==> src/rtl/dsp_fir_feeder.sv <==
`timescale 1ns/1ps
`default_nettype none
// ============================================================================
//  Module   : dsp_fir_feeder
//  Purpose  : Time-multiplexed single-channel FIR sequencer for an external
//             DSP MAC macro. Holds the sample delay line and coefficient file,
//             issues one MAC operation per tap, captures the accumulated sum
//             and hands it out through a valid/ready result port.
//  Revision : 1.0  initial release
// ============================================================================
module dsp_fir_feeder #(
    parameter int NTAPS   = 8,
    parameter int MAC_LAT = 1
) (
    input  logic        CLOCK,
    input  logic        CLR,
    input  logic [15:0] SAMPLE_IN,
    input  logic        SAMPLE_VLD,
    output logic        SAMPLE_RDY,
    input  logic        COEF_WE,
    input  logic [3:0]  COEF_ADDR,
    input  logic [15:0] COEF_WDATA,
    output logic [31:0] OPER_DATA,
    output logic [31:0] COEF_DATA,
    output logic        DSP_ENABLE,
    output logic        DSP_CLR,
    input  logic [63:0] MAC_OUT,
    output logic [63:0] RESULT,
    output logic        RESULT_VLD,
    input  logic        RESULT_RDY
);

    localparam int TAP_W = $clog2(NTAPS);
    localparam int LAT_W = 3;

    localparam logic [1:0] ST_IDLE  = 2'd0;
    localparam logic [1:0] ST_RUN   = 2'd1;
    localparam logic [1:0] ST_DRAIN = 2'd2;
    localparam logic [1:0] ST_HOLD  = 2'd3;

    localparam logic [TAP_W-1:0] LAST_TAP   = TAP_W'(NTAPS - 1);
    localparam logic [LAT_W-1:0] LAST_DRAIN = LAT_W'(MAC_LAT - 1);
    localparam logic [4:0]       TAP_LIMIT  = 5'(NTAPS);

    logic [1:0]       state;
    logic [1:0]       state_nxt;
    logic [TAP_W-1:0] tap;
    logic [TAP_W-1:0] tap_nxt;
    logic [TAP_W-1:0] tap_inc;
    logic [LAT_W-1:0] drain_cnt;
    logic [LAT_W-1:0] drain_cnt_nxt;

    logic [15:0] delay_line [NTAPS];
    logic [15:0] coef_file  [NTAPS];

    logic        accept;
    logic        coef_wr_ok;
    logic        capture;
    logic [31:0] oper_nxt;
    logic [31:0] coef_nxt;
    logic        enable_nxt;
    logic        clr_nxt;

    // Handshake decodes come straight from the state register so they are glitch-free.
    assign SAMPLE_RDY = (state == ST_IDLE);
    assign RESULT_VLD = (state == ST_HOLD);

    assign accept     = (state == ST_IDLE) && SAMPLE_VLD;
    // Writes are only honoured while no pass is using the coefficient file.
    assign coef_wr_ok = COEF_WE && ((state == ST_IDLE) || (state == ST_HOLD))
                        && ({1'b0, COEF_ADDR} < TAP_LIMIT);
    assign capture    = (state == ST_DRAIN) && (drain_cnt == LAST_DRAIN);
    assign tap_inc    = tap + 1'b1;

    // State register with tap and drain counters.
    always_ff @(posedge CLOCK or posedge CLR) begin
        if (CLR) begin
            state     <= ST_IDLE;
            tap       <= '0;
            drain_cnt <= '0;
        end else begin
            state     <= state_nxt;
            tap       <= tap_nxt;
            drain_cnt <= drain_cnt_nxt;
        end
    end

    // Next-state logic: IDLE -> RUN (NTAPS cycles) -> DRAIN (MAC_LAT cycles) -> HOLD.
    always_comb begin
        state_nxt     = state;
        tap_nxt       = tap;
        drain_cnt_nxt = drain_cnt;
        case (state)
            ST_IDLE: begin
                if (SAMPLE_VLD) begin
                    state_nxt = ST_RUN;
                    tap_nxt   = '0;
                end
            end
            ST_RUN: begin
                if (tap == LAST_TAP) begin
                    state_nxt     = ST_DRAIN;
                    drain_cnt_nxt = '0;
                end else begin
                    tap_nxt = tap_inc;
                end
            end
            ST_DRAIN: begin
                if (drain_cnt == LAST_DRAIN) begin
                    state_nxt = ST_HOLD;
                end else begin
                    drain_cnt_nxt = drain_cnt + 1'b1;
                end
            end
            ST_HOLD: begin
                if (RESULT_RDY) begin
                    state_nxt = ST_IDLE;
                end
            end
            default: state_nxt = ST_IDLE;
        endcase
    end

    // MAC pin values for the coming cycle; operands are pre-loaded one edge ahead.
    always_comb begin
        oper_nxt   = '0;
        coef_nxt   = '0;
        enable_nxt = 1'b0;
        clr_nxt    = 1'b0;
        case (state)
            ST_IDLE: begin
                if (SAMPLE_VLD) begin
                    // Tap 0 uses the sample being accepted; a same-edge write to
                    // c[0] is forwarded so the whole pass sees one coefficient set.
                    oper_nxt   = {{16{SAMPLE_IN[15]}}, SAMPLE_IN};
                    if (coef_wr_ok && (COEF_ADDR == 4'd0)) begin
                        coef_nxt = {{16{COEF_WDATA[15]}}, COEF_WDATA};
                    end else begin
                        coef_nxt = {{16{coef_file[0][15]}}, coef_file[0]};
                    end
                    enable_nxt = 1'b1;
                    clr_nxt    = 1'b1;
                end
            end
            ST_RUN: begin
                if (tap != LAST_TAP) begin
                    oper_nxt   = {{16{delay_line[tap_inc][15]}}, delay_line[tap_inc]};
                    coef_nxt   = {{16{coef_file[tap_inc][15]}}, coef_file[tap_inc]};
                    enable_nxt = 1'b1;
                end
            end
            default: begin
                oper_nxt   = '0;
                coef_nxt   = '0;
                enable_nxt = 1'b0;
                clr_nxt    = 1'b0;
            end
        endcase
    end

    // Registered MAC drive and result capture.
    always_ff @(posedge CLOCK or posedge CLR) begin
        if (CLR) begin
            OPER_DATA  <= '0;
            COEF_DATA  <= '0;
            DSP_ENABLE <= 1'b0;
            DSP_CLR    <= 1'b0;
            RESULT     <= '0;
        end else begin
            OPER_DATA  <= oper_nxt;
            COEF_DATA  <= coef_nxt;
            DSP_ENABLE <= enable_nxt;
            DSP_CLR    <= clr_nxt;
            if (capture) begin
                RESULT <= MAC_OUT;
            end
        end
    end

    // Delay line shifts on each accepted sample; coefficient file takes gated writes.
    always_ff @(posedge CLOCK or posedge CLR) begin
        if (CLR) begin
            for (int i = 0; i < NTAPS; i++) begin
                delay_line[i] <= '0;
                coef_file[i]  <= '0;
            end
        end else begin
            if (accept) begin
                delay_line[0] <= SAMPLE_IN;
                for (int i = 1; i < NTAPS; i++) begin
                    delay_line[i] <= delay_line[i-1];
                end
            end
            for (int i = 0; i < NTAPS; i++) begin
                if (coef_wr_ok && (COEF_ADDR == 4'(i))) begin
                    coef_file[i] <= COEF_WDATA;
                end
            end
        end
    end

endmodule
`default_nettype wire

==> config.mk <==
export PLATFORM = sky130hd
export DESIGN_NAME = dsp_fir_feeder
export DESIGN_NICKNAME = d
export VERILOG_FILES = /design/src/rtl/dsp_fir_feeder.sv
export SDC_FILE = /design/constraint.sdc
export NUM_CORES = 1
export LEC_CHECK = 0
export BUFFER_PORTS_ARGS = -buffer_cell sky130_fd_sc_hd__buf_2
export CAP_MARGIN = 40
export CORE_MARGIN = 3
export CORE_UTILIZATION = 55
export DETAILED_ROUTE_END_ITERATION = 8
export HOLD_SLACK_MARGIN = 0.12
export MAX_ROUTING_LAYER = met4
export PLACE_DENSITY = 0.77
export SLEW_MARGIN = 30
export SYNTH_ARGS = -nofsm -noshare
export SYNTH_HDL_FRONTEND = slang
export SYNTH_SLANG_ARGS = --single-unit
==> constraint.sdc <==
create_clock -name CLOCK -period 12.5 [get_ports CLOCK]
set_input_delay 0.625 -clock CLOCK [delete_from_list [all_inputs] [get_ports CLOCK]]
set_output_delay 0.625 -clock CLOCK [all_outputs]
set_load 0.02 [all_outputs]
**After elaboration in Yosys (flattened, before gate mapping)**

Index checks and enable logic that the tools add are counted.

- Flip-flop bits (word level): 394
- Input port bits: 105
- Output and inout bits: 132

- Multiplexer cells: 28
- Equality and inequality tests: 18
- Order comparisons: 2
- Bitwise operators: 1
- Reductions and logical operators: 21
- Add/sub/neg operators: 2

Operator list:

| cell | count |
|---|---|
| two-way mux 32 bit | 5 |
| case mux 32 bit (2 select lines) | 2 |
| binary-select mux 16 bit (select 3 bit) | 2 |
| two-way mux 16 bit | 4 |
| == test 4 x 3 -> 1 bit (second input constant) | 4 |
| logical AND 1 bit | 12 |
| two-way mux 3 bit | 4 |
| case mux 3 bit (2 select lines) | 2 |
| == test 4 x 2 -> 1 bit (second input constant) | 2 |
| two-way mux 2 bit | 4 |
| != test 2 bit (second input constant) | 4 |
| case mux 2 bit (4 select lines) | 1 |
| adder 3 x 1 -> 3 bit (second input constant) | 2 |
| AND reduction 3 bit | 2 |
| == test 2 bit (second input constant) | 2 |
| == test 4 x 1 -> 1 bit (second input constant) | 1 |
| >= comparator 4 bit (second input constant) | 1 |
| logical NOT 4 bit | 1 |
| < comparator 4 bit (second input constant) | 1 |
| != test 2 x 1 -> 1 bit (second input constant) | 2 |
| NOT 3 -> 4 bit | 1 |
| AND reduction 4 bit | 1 |
| nonzero test 2 bit | 2 |
| == test 3 bit (second input constant) | 1 |
| 7 further kinds | 9 |

**Logic depth before layout (Yosys ltp)**

- Depth after elaboration: 8
- Depth in mapped cells: 8

**Worst setup path before layout**

OpenSTA, ideal clock, no wires.

- Path type: register to register
- Start point: register state[0]
- End point: register coef_file[0] in the netlist's numbering
- Data required time: 12,375 ps
- Data arrival time: 1,974 ps
- Stages on the path, launching flop included: 8
- Library setup time: 125 ps
- Clock period less this slack: 2,099 ps
- Slack: 10,401 ps
- Cell sequence: dfrtp_1 -> inv_1 -> ha_1 -> and4bb_4 -> and3_1 -> buf_2 -> buf_2 -> mux2_2

- Cells in the longest elaborated chain, start to end: 5

RTL lines:

| what | RTL line | text |
|---|---|---|
| start, declared | 45 | `logic [1:0] state;` |
| start signal, assigned | 82 | `state <= state_nxt;` |
| == test 2 bit / logical NOT 2 bit (equally long branches) | 70 | `assign coef_wr_ok = COEF_WE && ((state == ST_IDLE) \|\| (state == ST_HOLD))` |
| logical OR 1 bit (*) | 70 |  |
| logical AND 1 bit (*) | 70 |  |
| logical AND 1 bit (*) | 71 | `&& ({1'b0, COEF_ADDR} < TAP_LIMIT);` |
| logical AND 1 bit (*) | 195 | `if (coef_wr_ok && (COEF_ADDR == 4'(i))) begin` |
| end signal, assigned by index | 185 | `coef_file[i] <= '0;` |
| end signal, assigned by index | 196 | `coef_file[i] <= COEF_WDATA;` |
| end, declared | 54 | `logic [15:0] coef_file [NTAPS];` |

Every way passes the cells marked *; elsewhere a longest branch is shown, timed or not.
A chain may end at the register's enable or synchronous reset.

**Final worst setup path**

- Start point: register tap[1]
- End point: register OPER_DATA[2]

- Cells in the longest elaborated chain, start to end: 7

RTL lines:

| what | RTL line | text |
|---|---|---|
| start, declared | 47 | `logic [TAP_W-1:0] tap;` |
| start signal, assigned | 83 | `tap <= tap_nxt;` |
| adder 3 x 1 -> 3 bit | 73 | `assign tap_inc = tap + 1'b1;` |
| NOT 3 -> 4 bit (implied by the code) | 147 | `oper_nxt = {{16{delay_line[tap_inc][15]}}, delay_line[tap_inc]};` |
| binary-select mux 16 bit (select 3 bit) | 147 |  |
| two-way mux 16 bit (implied by the code) (2 in series) | 147 |  |
| two-way mux 32 bit (*) | 146 | `if (tap != LAST_TAP) begin` |
| case mux 32 bit (2 select lines) (*) | 130 | `case (state)` |
| net oper_nxt[2] | 59 | `logic [31:0] oper_nxt;` |
| end signal, assigned | 170 | `OPER_DATA <= oper_nxt;` |
| end, declared | 23 | `output logic [31:0] OPER_DATA,` |

The timed path passes the listed nets; every way through them passes the cells marked *. The select of a mux whose other input is x is not followed.

==> metrics.txt <==
status finished, final reports clean; Final Wtd Congestion 0.779; Distinct cells, synth 38; crit end category register; Worst VDD drop 0.163 mV; register area share after synthesis 57.0%; Hold Path Sink delay_line[117]; Cells after Synth 1347; Final Cell Area approximately 0.019 sq mm; Tmin final about 3 ns; Die W ~180 um; number of global-route vias before repair 11.0k; Synth Net Count 1460; worst hold start SAMPLE_IN[5]; CP max stage cell buf_6; flops & latches, synth ~360; final setup vio count 0; Fin. Hold Viols 0; Worst R2R Start tap[1]; Port Buf Inserts 236; HP Class primary input to register; commonest non-fill, non-tap cell in the layout nand2_1; Total Wirelength approximately 35 mm; Area Overhead vs Synth 16.8%; top cell type's share of synthesized area 57.0%; Post-Route Skew about 0.019 ns; max_cap viols 0; CP max stage delay ~0.63 ns; Via Count 10.7k; nets 1648; Worst setup SP type register; Area after DPL 0.0172 sq mm; Yosys warnings 0; reg2reg setup slack 9.47 ns; capturing point of the worst reg2reg path OPER_DATA[2]; Final Max Slew Viols 0; Via density 5.53; Max Clock Freq 330 MHz; P per Cell Area 268 mW/mm^2; CTS tree done; syn avg cell area 11.8 sq um; Synth area leaders dfrtp_1, mux2_2, nand2_1; Final Core Density between 60% and 70%; pre-CTS setup slack 9.41 ns; Rel. slew slack 46.3%; critical path class register to register; CTS clk-pin slew, worst paths 0.06 ns; Pre-antenna DRT Iters 5; first-pass GRT wire length 57.4 mm; worst-path fanout max 67; Die H 176 um; fin crit share 24.2%; total I/O pin count 237; CP bufs+invs 1; setup_tns 0 ns; dpl hpwl between 20 and 25 mm; row count just over 60; critical path, cell by cell ha_1 -> ha_4 -> buf_6 -> nand2_1 -> o22ai_1 -> o31ai_1; clk buf depth 3; Mapped Area 0.0159 sq mm; Root Driver clkbuf_16; WP data arrival 3.40 ns; Worst Tran Pin Value 0.805 ns; RSZ-0062 raised after global routing no; DR iter-0 viols 655; final worst slack 9.47 ns; Initial Utilization 56.4%; Clock Latency Late Sink around 0.52 ns; Lkg Pwr 9.33 nW; total power 4.98 mW; Die ar. 0.0310 sq mm; hold depth 3; Critical Path RT between 10 and 15 ns; GR Overflow Total 0; Antenna Nets Post-Route 0; most frequent cells in the layout nand2_1, dfrtp_1, buf_2; wire length per cell 18.3 um; Clock Sinks between 300 and 400; core area between 0.02 and 0.03 sq mm; initial antenna violation count 3; layout cell share with drive strength beyond 1 36.4%; beginning of the critical path tap[1]; post-CTS sizing 0; Synth area leader dfrtp_1; CP top delay family adder cells; largest net degree at the start of global routing 160; Worst R2R Path Depth 6; Num CTS Buffers 38; Post-route DRC 0; GRT Util Overall a little under a quarter; CTS H-Tree Depth 2
-- power by group --
part | switching (mW) | internal, mW
Combinational | 1.03 | 0.849
Sequential | 0.293 | 1.67
Clock | 0.452 | 0.690
-- layout make-up --
type                    instances  area [sq um]
inverters                       8          45.0
fillers                      2124          9590
flip-flops and latches        362          9060
repair buffers                258          1480
diodes                          3          7.51
multi-input cells             867          6240
clock inverters                16           186
clock buffers                  51          1080
well taps                     378           473
-- Yosys cell counts --
cell / number
nand2_2: 2
nor2b_1: 19
and3_2: 1
and2_0: 1
mux2_4: 10
and4bb_4: 1
nand2b_1: 4
and3_1: 3
clkbuf_1: 34
buf_6: 2
nand2_1: 394
o21bai_1: 1
inv_2: 1
a31oi_1: 1
mux2_2: 208
a21o_1: 1
mux2i_1: 64
buf_1: 8
o22ai_1: 12
o31ai_1: 12
a211oi_1: 5
nand3_1: 1
o41ai_1: 4
nor4b_4: 1
dfrtp_1: 362
o21ai_0: 4
a2111oi_0: 4
buf_2: 29
o221ai_1: 1
a22o_1: 37
buf_4: 37
mux4_2: 16
inv_1: 7
a21oi_1: 34
nor2_1: 16
o32a_1: 1
nand2_4: 1
ha_1: 8
-- metrics by stage --
stage          std cells  hold WS (ns)
2_1_floorplan       1347         0.440
3_3_place_gp        1862         0.454
3_5_place_dp        1868         0.459
4_1_cts             1935         0.306
5_1_grt             1943         0.320
6_report            1943         0.321
-- state kept, by name, indices dropped and copies added (netlist names) --
name / flops
tap: 3
drain_cnt: 3
state: 2
OPER_DATA: 16
coef_file: 128
RESULT: 64
DSP_ENABLE: 1
DSP_CLR: 1
delay_line: 128
COEF_DATA: 16
-- how the worst max path moves through the flow --
stage                     slack (ns)           end  cells past startpoint
final                           9.47  OPER_DATA[2]                      6
after global routing            9.36  OPER_DATA[8]                      6
after CTS                       9.40  OPER_DATA[2]                      7
after detailed placement        9.41  OPER_DATA[2]                      7
after global placement          9.31  OPER_DATA[0]                      6
after floorplan                 1.83  COEF_DATA[0]                      1
-- logic make-up (layout without fill, tap and decap cells) --
kind of cell | after synthesis | after routing | share of synthesized area, %
adder cells (fa/ha/maj) | 8 | 8 | 0.630
AND/OR/NAND/NOR | 444 | 444 | 11.2
buffers and inverters | 118 | 333 | 3.98
other | 0 | 3 | 0
multiplexers | 298 | 298 | 22.0
flip-flops | 362 | 362 | 57.0
AO/OA/AOI/OAI | 117 | 117 | 5.20
-- worst min-delay path, cell delays in order --
cell,delay (ns)
buf_2,0.08
nand2_1,0.05
nand2_1,0.05
-- repair_timing --
action,CTS,global route
endpoints found under the setup margin,0,0
hold endpoints to repair,0,42
hold buffers,0,1
buffers inserted,0,0
-- metal layers --
layer  vias up  part of all wire (%)  track usage, %  wire (um)
met5         -                     0               -          0
met4         0                   2.4            7.32        835
met3        62                   4.9            3.78       1720
met2       295                    51            39.4      18200
met1      5447                    41            29.6      14700
li1       4941                     -               -          -
(Power assumes the default switching activity.)
